$ cat config.mk
export PLATFORM = sky130hd
export DESIGN_NAME = mem_test_ctrl
export DESIGN_NICKNAME = d
export VERILOG_FILES = /design/src/rtl/mem_test_pkg.sv /design/src/rtl/mem_test_ctrl_cmp.sv /design/src/rtl/mem_test_ctrl.sv
export SDC_FILE = /design/constraint.sdc
export NUM_CORES = 1
export LEC_CHECK = 0
export ABC_AREA = 1
export ABC_CLOCK_PERIOD_IN_PS = 6300
export CELL_PAD_IN_SITES_DETAIL_PLACEMENT = 0
export CELL_PAD_IN_SITES_GLOBAL_PLACEMENT = 1
export CORE_MARGIN = 4
export CORE_UTILIZATION = 50
export DETAILED_ROUTE_END_ITERATION = 10
export DONT_BUFFER_PORTS = 1
export GPL_TIMING_DRIVEN = 0
export PLACE_DENSITY_LB_ADDON = 0.1
export SLEW_MARGIN = 30
export SYNTH_ARGS = -nofsm -noshare
export SYNTH_HDL_FRONTEND = slang
export SYNTH_SLANG_ARGS = --single-unit
$ cat constraint.sdc
create_clock -name i_CLK -period 6.3 [get_ports i_CLK]
set_clock_uncertainty 0.2 [all_clocks]
set_input_delay 0.945 -clock i_CLK [delete_from_list [all_inputs] [get_ports i_CLK]]
set_output_delay 0.945 -clock i_CLK [all_outputs]
set_load 0.03 [all_outputs]
$ cat src/rtl/mem_test_pkg.sv
// Shared types and helpers for the walking-ones memory test sequencer.
// Used by mem_test_ctrl; the optional error counter is selected with MEMTEST_ERRCNT_EN.
package mem_test_pkg;

   typedef enum logic [2:0] {
      ST_IDLE  = 3'd0,
      ST_WRITE = 3'd1,
      ST_READ  = 3'd2,
      ST_DRAIN = 3'd3,
      ST_DONE  = 3'd4
   } state_t;

   localparam int unsigned PAT_MAX_WIDTH = 64;
   typedef logic [PAT_MAX_WIDTH-1:0] pat_t;

   // One-hot seed: LSB set.
   localparam pat_t PAT_INIT = 64'd1;

   // Rotate left by one within the low w bits; the MSB wraps into the LSB.
   function automatic pat_t rotl1(input pat_t p, input int unsigned w);
      pat_t mask;
      if (w >= PAT_MAX_WIDTH) begin
         mask = {PAT_MAX_WIDTH{1'b1}};
      end else begin
         mask = (64'd1 << w) - 64'd1;
      end
      return ((p << 1) | (p >> (w - 32'd1))) & mask;
   endfunction

endpackage

$ cat src/rtl/mem_test_ctrl_cmp.sv
// Generic equality comparator, used for range termination and read-data checking.
module mem_test_ctrl_cmp #(
   parameter int p_WIDTH = 8
) (
   input  logic [p_WIDTH-1:0] i_A,
   input  logic [p_WIDTH-1:0] i_B,
   output logic               o_EQ
);

   assign o_EQ = (i_A == i_B);

endmodule

$ cat src/rtl/mem_test_ctrl.sv
// Walking-ones memory test sequencer: write a rotating one-hot pattern over a range, read back, compare.
// Define MEMTEST_ERRCNT_EN to add the o_ERR_CNT port and its saturating mismatch counter.
module mem_test_ctrl
   import mem_test_pkg::*;
#(
   parameter int p_ADDR_WIDTH = 8,
   parameter int p_DATA_WIDTH = 8,
   parameter int p_ERR_WIDTH  = 8
) (
   input  logic                    i_CLK,
   input  logic                    i_RST,
   input  logic                    i_START,
   input  logic                    i_ABORT,
   input  logic [p_ADDR_WIDTH-1:0] i_ADDR_START,
   input  logic [p_ADDR_WIDTH-1:0] i_ADDR_END,
   output logic                    o_BUSY,
   output logic                    o_DONE,
   output logic                    o_PASS,
   output logic                    o_CFG_ERR,
   output logic [p_ADDR_WIDTH-1:0] o_FAIL_ADDR,
`ifdef MEMTEST_ERRCNT_EN
   output logic [p_ERR_WIDTH-1:0]  o_ERR_CNT,
`endif
   output logic                    o_MEM_EN,
   output logic                    o_MEM_WE,
   output logic [p_ADDR_WIDTH-1:0] o_MEM_ADDR,
   output logic [p_DATA_WIDTH-1:0] o_MEM_WDATA,
   input  logic [p_DATA_WIDTH-1:0] i_MEM_RDATA
);

   localparam logic [p_DATA_WIDTH-1:0] PAT_INIT_C = p_DATA_WIDTH'(PAT_INIT);

   state_t                  state_r;
   state_t                  state_nx_s;
   logic [p_ADDR_WIDTH-1:0] start_r;
   logic [p_ADDR_WIDTH-1:0] end_r;
   logic [p_ADDR_WIDTH-1:0] cnt_r;
   logic [p_DATA_WIDTH-1:0] pat_r;
   logic [p_DATA_WIDTH-1:0] pat_rot_s;
   logic [p_DATA_WIDTH-1:0] exp_r;
   logic [p_ADDR_WIDTH-1:0] cmp_addr_r;
   logic                    cmp_vld_r;
   logic                    err_seen_r;
   logic                    pass_r;
   logic                    cfg_err_r;
   logic [p_ADDR_WIDTH-1:0] fail_addr_r;
   logic                    busy_r;
   logic                    done_r;
   logic                    mem_en_r;
   logic                    mem_we_r;
   logic                    cnt_at_end_s;
   logic                    rdata_eq_s;
   logic                    range_bad_s;
   logic                    start_go_s;
   logic                    stepping_s;
   logic                    mism_s;
`ifdef MEMTEST_ERRCNT_EN
   logic [p_ERR_WIDTH-1:0]  err_cnt_r;
`endif

   mem_test_ctrl_cmp #(.p_WIDTH(p_ADDR_WIDTH)) u_cmp_end (
      .i_A  (cnt_r),
      .i_B  (end_r),
      .o_EQ (cnt_at_end_s)
   );

   mem_test_ctrl_cmp #(.p_WIDTH(p_DATA_WIDTH)) u_cmp_data (
      .i_A  (i_MEM_RDATA),
      .i_B  (exp_r),
      .o_EQ (rdata_eq_s)
   );

   assign pat_rot_s = p_DATA_WIDTH'(rotl1(pat_t'(pat_r), p_DATA_WIDTH));

   // Start qualification, range check, address stepping and compare-stage mismatch.
   always_comb begin
      range_bad_s = (i_ADDR_START > i_ADDR_END);
      start_go_s  = (state_r == ST_IDLE) && i_START && !i_ABORT;
      stepping_s  = ((state_r == ST_WRITE) || (state_r == ST_READ)) && !i_ABORT;
      mism_s      = cmp_vld_r && !rdata_eq_s && !i_ABORT;
   end

   // Next-state logic; abort wins over everything, including start.
   always_comb begin
      state_nx_s = state_r;
      case (state_r)
         ST_IDLE: begin
            if (i_ABORT) begin
               state_nx_s = ST_IDLE;
            end else if (i_START) begin
               if (range_bad_s) begin
                  state_nx_s = ST_DONE;
               end else begin
                  state_nx_s = ST_WRITE;
               end
            end else begin
               state_nx_s = ST_IDLE;
            end
         end
         ST_WRITE: begin
            if (i_ABORT) begin
               state_nx_s = ST_IDLE;
            end else if (cnt_at_end_s) begin
               state_nx_s = ST_READ;
            end else begin
               state_nx_s = ST_WRITE;
            end
         end
         ST_READ: begin
            if (i_ABORT) begin
               state_nx_s = ST_IDLE;
            end else if (cnt_at_end_s) begin
               state_nx_s = ST_DRAIN;
            end else begin
               state_nx_s = ST_READ;
            end
         end
         ST_DRAIN: begin
            if (i_ABORT) begin
               state_nx_s = ST_IDLE;
            end else begin
               state_nx_s = ST_DONE;
            end
         end
         ST_DONE: begin
            state_nx_s = ST_IDLE;
         end
         default: begin
            state_nx_s = ST_IDLE;
         end
      endcase
   end

   // State register plus control outputs registered from the next state.
   always_ff @(posedge i_CLK or posedge i_RST) begin
      if (i_RST) begin
         state_r  <= ST_IDLE;
         busy_r   <= 1'b0;
         done_r   <= 1'b0;
         mem_en_r <= 1'b0;
         mem_we_r <= 1'b0;
      end else begin
         state_r  <= state_nx_s;
         busy_r   <= (state_nx_s == ST_WRITE) || (state_nx_s == ST_READ) ||
                     (state_nx_s == ST_DRAIN);
         done_r   <= (state_nx_s == ST_DONE);
         mem_en_r <= (state_nx_s == ST_WRITE) || (state_nx_s == ST_READ);
         mem_we_r <= (state_nx_s == ST_WRITE);
      end
   end

   // Range latch, address counter and pattern; counter reloads on END so it never wraps.
   always_ff @(posedge i_CLK or posedge i_RST) begin
      if (i_RST) begin
         start_r <= {p_ADDR_WIDTH{1'b0}};
         end_r   <= {p_ADDR_WIDTH{1'b0}};
         cnt_r   <= {p_ADDR_WIDTH{1'b0}};
         pat_r   <= {p_DATA_WIDTH{1'b0}};
      end else if (start_go_s) begin
         start_r <= i_ADDR_START;
         end_r   <= i_ADDR_END;
         cnt_r   <= i_ADDR_START;
         pat_r   <= PAT_INIT_C;
      end else if (stepping_s) begin
         if (cnt_at_end_s) begin
            cnt_r <= start_r;
            pat_r <= PAT_INIT_C;
         end else begin
            cnt_r <= cnt_r + p_ADDR_WIDTH'(1'b1);
            pat_r <= pat_rot_s;
         end
      end
   end

   // One-deep compare pipeline: expected data and address of the read issued this cycle.
   always_ff @(posedge i_CLK or posedge i_RST) begin
      if (i_RST) begin
         cmp_vld_r  <= 1'b0;
         exp_r      <= {p_DATA_WIDTH{1'b0}};
         cmp_addr_r <= {p_ADDR_WIDTH{1'b0}};
      end else begin
         cmp_vld_r <= (state_r == ST_READ) && !i_ABORT;
         if (state_r == ST_READ) begin
            exp_r      <= pat_r;
            cmp_addr_r <= cnt_r;
         end
      end
   end

   // Result flags: first-fail capture, pass at completion, cleared on start, pass dropped on abort.
   always_ff @(posedge i_CLK or posedge i_RST) begin
      if (i_RST) begin
         err_seen_r  <= 1'b0;
         pass_r      <= 1'b0;
         cfg_err_r   <= 1'b0;
         fail_addr_r <= {p_ADDR_WIDTH{1'b0}};
      end else if (start_go_s) begin
         err_seen_r  <= 1'b0;
         pass_r      <= 1'b0;
         cfg_err_r   <= range_bad_s;
         fail_addr_r <= {p_ADDR_WIDTH{1'b0}};
      end else begin
         if (mism_s) begin
            err_seen_r <= 1'b1;
            if (!err_seen_r) begin
               fail_addr_r <= cmp_addr_r;
            end
         end
         if (i_ABORT) begin
            pass_r <= 1'b0;
         end else if (state_nx_s == ST_DONE) begin
            pass_r <= !(err_seen_r || mism_s) && !cfg_err_r;
         end
      end
   end

`ifdef MEMTEST_ERRCNT_EN
   // Saturating mismatch counter.
   always_ff @(posedge i_CLK or posedge i_RST) begin
      if (i_RST) begin
         err_cnt_r <= {p_ERR_WIDTH{1'b0}};
      end else if (start_go_s) begin
         err_cnt_r <= {p_ERR_WIDTH{1'b0}};
      end else if (mism_s && (err_cnt_r != {p_ERR_WIDTH{1'b1}})) begin
         err_cnt_r <= err_cnt_r + p_ERR_WIDTH'(1'b1);
      end
   end

   assign o_ERR_CNT = err_cnt_r;
`endif

   assign o_BUSY      = busy_r;
   assign o_DONE      = done_r;
   assign o_PASS      = pass_r;
   assign o_CFG_ERR   = cfg_err_r;
   assign o_FAIL_ADDR = fail_addr_r;
   assign o_MEM_EN    = mem_en_r;
   assign o_MEM_WE    = mem_we_r;
   assign o_MEM_ADDR  = cnt_r;
   assign o_MEM_WDATA = pat_r;

endmodule

==> flow_metrics.env <==
export IMPL_worstPathMaxFanout=8
export IMPL_path_depth=0
export IMPL_cts_setup_buffers=0
export IMPL_finalSetupTns_ns=0
export IMPL_numCtsBuffers=9
export IMPL_port_buffers=0
export IMPL_worstPathArrival_ns=1.05
export IMPL_nNetsFinal=460
export IMPL_maxSlewViolCount=0
export IMPL_hpwl_um=5810
export IMPL_vias=2689
export IMPL_antenna_found_initial=0
export IMPL_min_period_over_period_pct=34.9
export IMPL_num_antenna_cells=0
export IMPL_clk_pin_slew_ns=0.07
export IMPL_tightest_slew_ns=0.581
export IMPL_drv_cap=0
export IMPL_grt_ovfl_total=0
export IMPL_required_ns=5.15
export IMPL_final_setup_viol_count=0
export IMPL_end_kind="output port"
export IMPL_slew_headroom_pct=61.3
export IMPL_clk_latency_ns=0.34
export IMPL_dieArea_um2=8190
export IMPL_drtIter0Drc=139
export IMPL_ant_nets=0
export IMPL_seq_area_frac_synth_pct=49.3
export IMPL_crit_type="flip-flop to output port"
export IMPL_synth_edff_count=0
export IMPL_ys_async_sr_fraction_pct=100
export IMPL_layout_commonest_cell="nand2_1"
export IMPL_chipHeight_um=90.5
export IMPL_hold_buffers=0
export IMPL_period_minus_slack_ns=2.20
export IMPL_syn_area_um2=3400
export IMPL_grt_max_degree=38
export IMPL_drc=0
export IMPL_nFillCells=603
export IMPL_synthesis_nets=448
export IMPL_rsz0062_at_grt="false"
export IMPL_num_rows=29
export IMPL_grt_usage_pct=19.6
export IMPL_rrSetupSlack_ns=4.27
export IMPL_status="finished, final reports clean"
export IMPL_drive_gt1_share_pct=8.88
export IMPL_r2r_cells=9
export IMPL_h_tree_depth=3
export IMPL_viasPerCell=5.32
export IMPL_hold_violations=0
export IMPL_netlist_instances=411
export IMPL_yosys_warnings=0
export IMPL_tritoncts="yes"
export IMPL_most_common_layout_cells="114 x nand2_1, 67 x dfrtp_1, 53 x inv_1"
export IMPL_fmax_mhz=455
export IMPL_cts_root_buf="clkbuf_8"
export IMPL_grt_pass1_wl_um=12800
export IMPL_syn2layout_area_growth_pct=10.6
export IMPL_initial_core_util_pct=52.4
export IMPL_power_leakage_uw=0.00196
export IMPL_synthDistinctLibCells=29
export IMPL_die_w_um=90.5
export IMPL_globalplace_congestion=0.818
export IMPL_worstHoldPathType="primary input to asynchronous set/reset pin"
export IMPL_power_density_nw_per_um2=371
export IMPL_wl_per_cell_um=15.1
export IMPL_cts_sink_count=67
export IMPL_synth_seq_cells=67
export IMPL_irDropWorstVdd_mv=0.177
export IMPL_whs_ns=0.260
export IMPL_synth_area_per_cell_um2=8.28
export IMPL_startpoint_type="flip-flop"
export IMPL_ys_flop_type="dfrtp_1"
export IMPL_core_area_um2=6490
export IMPL_drtPass1Iterations=4
export IMPL_grt_pass1_vias=2620
export IMPL_cts_buffer_depth=2
export IMPL_cts_resized=0
export IMPL_routed_wl_um=7630
export IMPL_boundaryPins=58
cells in the mapped netlist, drive strengths merged, types with 8 or more instances:
| cell type | number | area share (%) |
|---|---|---|
| nand2 | 116 | 13 |
| dfrtp | 67 | 49 |
| inv | 56 | 6.2 |
| o21ai | 36 | 5.3 |
| nand3 | 34 | 5.4 |
| nor2 | 22 | 3.2 |
| a21oi | 17 | 2.6 |
| xnor2 | 13 | 3.8 |
| nand4 | 12 | 2.2 |
| ha | 9 | 3.3 |
| buf | 8 | 2.0 |
| clkbuf | 8 | 0.99 |
per-stage QoR:
stage	total power, uW	utilization, %	setup WS, ns	cells	area [um2]
2_1_floorplan	891	-	3.47	411	3400
6_report	1400	57.9	4.10	505	3760
3_5_place_dp	972	54.2	3.90	489	3520
5_1_grt	1480	57.9	4.05	505	3760
3_3_place_gp	964	53.9	2.74	488	3500
4_1_cts	1410	57.9	4.09	505	3760
final cells by class:
type / instances / area (um2) / area share, %
clock inverter: 5 / 100 / 2.66
sequential: 67 / 1680 / 44.5
inverter: 56 / 213 / 5.65
clock buffer: 11 / 141 / 3.76
tap: 77 / 96.3 / 2.56
multi-input combinational: 272 / 1410 / 37.6
timing repair buffer: 1 / 20.0 / 0.532
buffer: 16 / 103 / 2.73
power breakdown:
part	switching [uW]	leakage, uW	internal (uW)
combinational	189	0.000961	131
sequential	149	0.000877	494
clock	161	0.000123	273
flip-flops by register name (all words and copies together) (netlist names):
name and cells:
o_DONE 1, o_BUSY 1, o_MEM_WE 1, end_r 8
o_MEM_ADDR 8, start_r 8, exp_r 8, err_seen_r 1
o_FAIL_ADDR 8, o_MEM_WDATA 8, cmp_addr_r 8, cmp_vld_r 1
o_PASS 1, state_r 3, o_MEM_EN 1, o_CFG_ERR 1
kinds of logic after synthesis:
kind of cell | after synthesis | synth area share [%]
AND/OR/NAND/NOR | 186 | 24.3
buffers and inverters | 72 | 9.19
flip-flops | 67 | 49.3
AO/OA/AOI/OAI | 61 | 9.41
XOR/XNOR | 16 | 4.56
adder cells (fa/ha/maj) | 9 | 3.31
per-layer routing:
| layer | GRT usage [%] | up-vias | part of all wire, % |
|---|---|---|---|
| li1 | - | 1342 | - |
| met1 | 25.9 | 1275 | 47 |
| met2 | 30.9 | 60 | 46 |
| met3 | 6.08 | 12 | 5.8 |
| met4 | 5.61 | 0 | 1.1 |
| met5 | 0 | - | 0 |
final timing paths:
check / start / endpoint
worst max-delay path: o_MEM_ADDR[0] / o_MEM_ADDR[0]
max in group asynchronous: i_RST / err_seen_r
worst min register to register: start_r[3] / start_r[3]
worst min-delay path: i_RST / o_DONE
min in group i_CLK: start_r[3] / start_r[3]
worst max register to register: o_MEM_ADDR[0] / o_MEM_ADDR[6]
No activity file was read; power rests on OpenSTA's default activity.
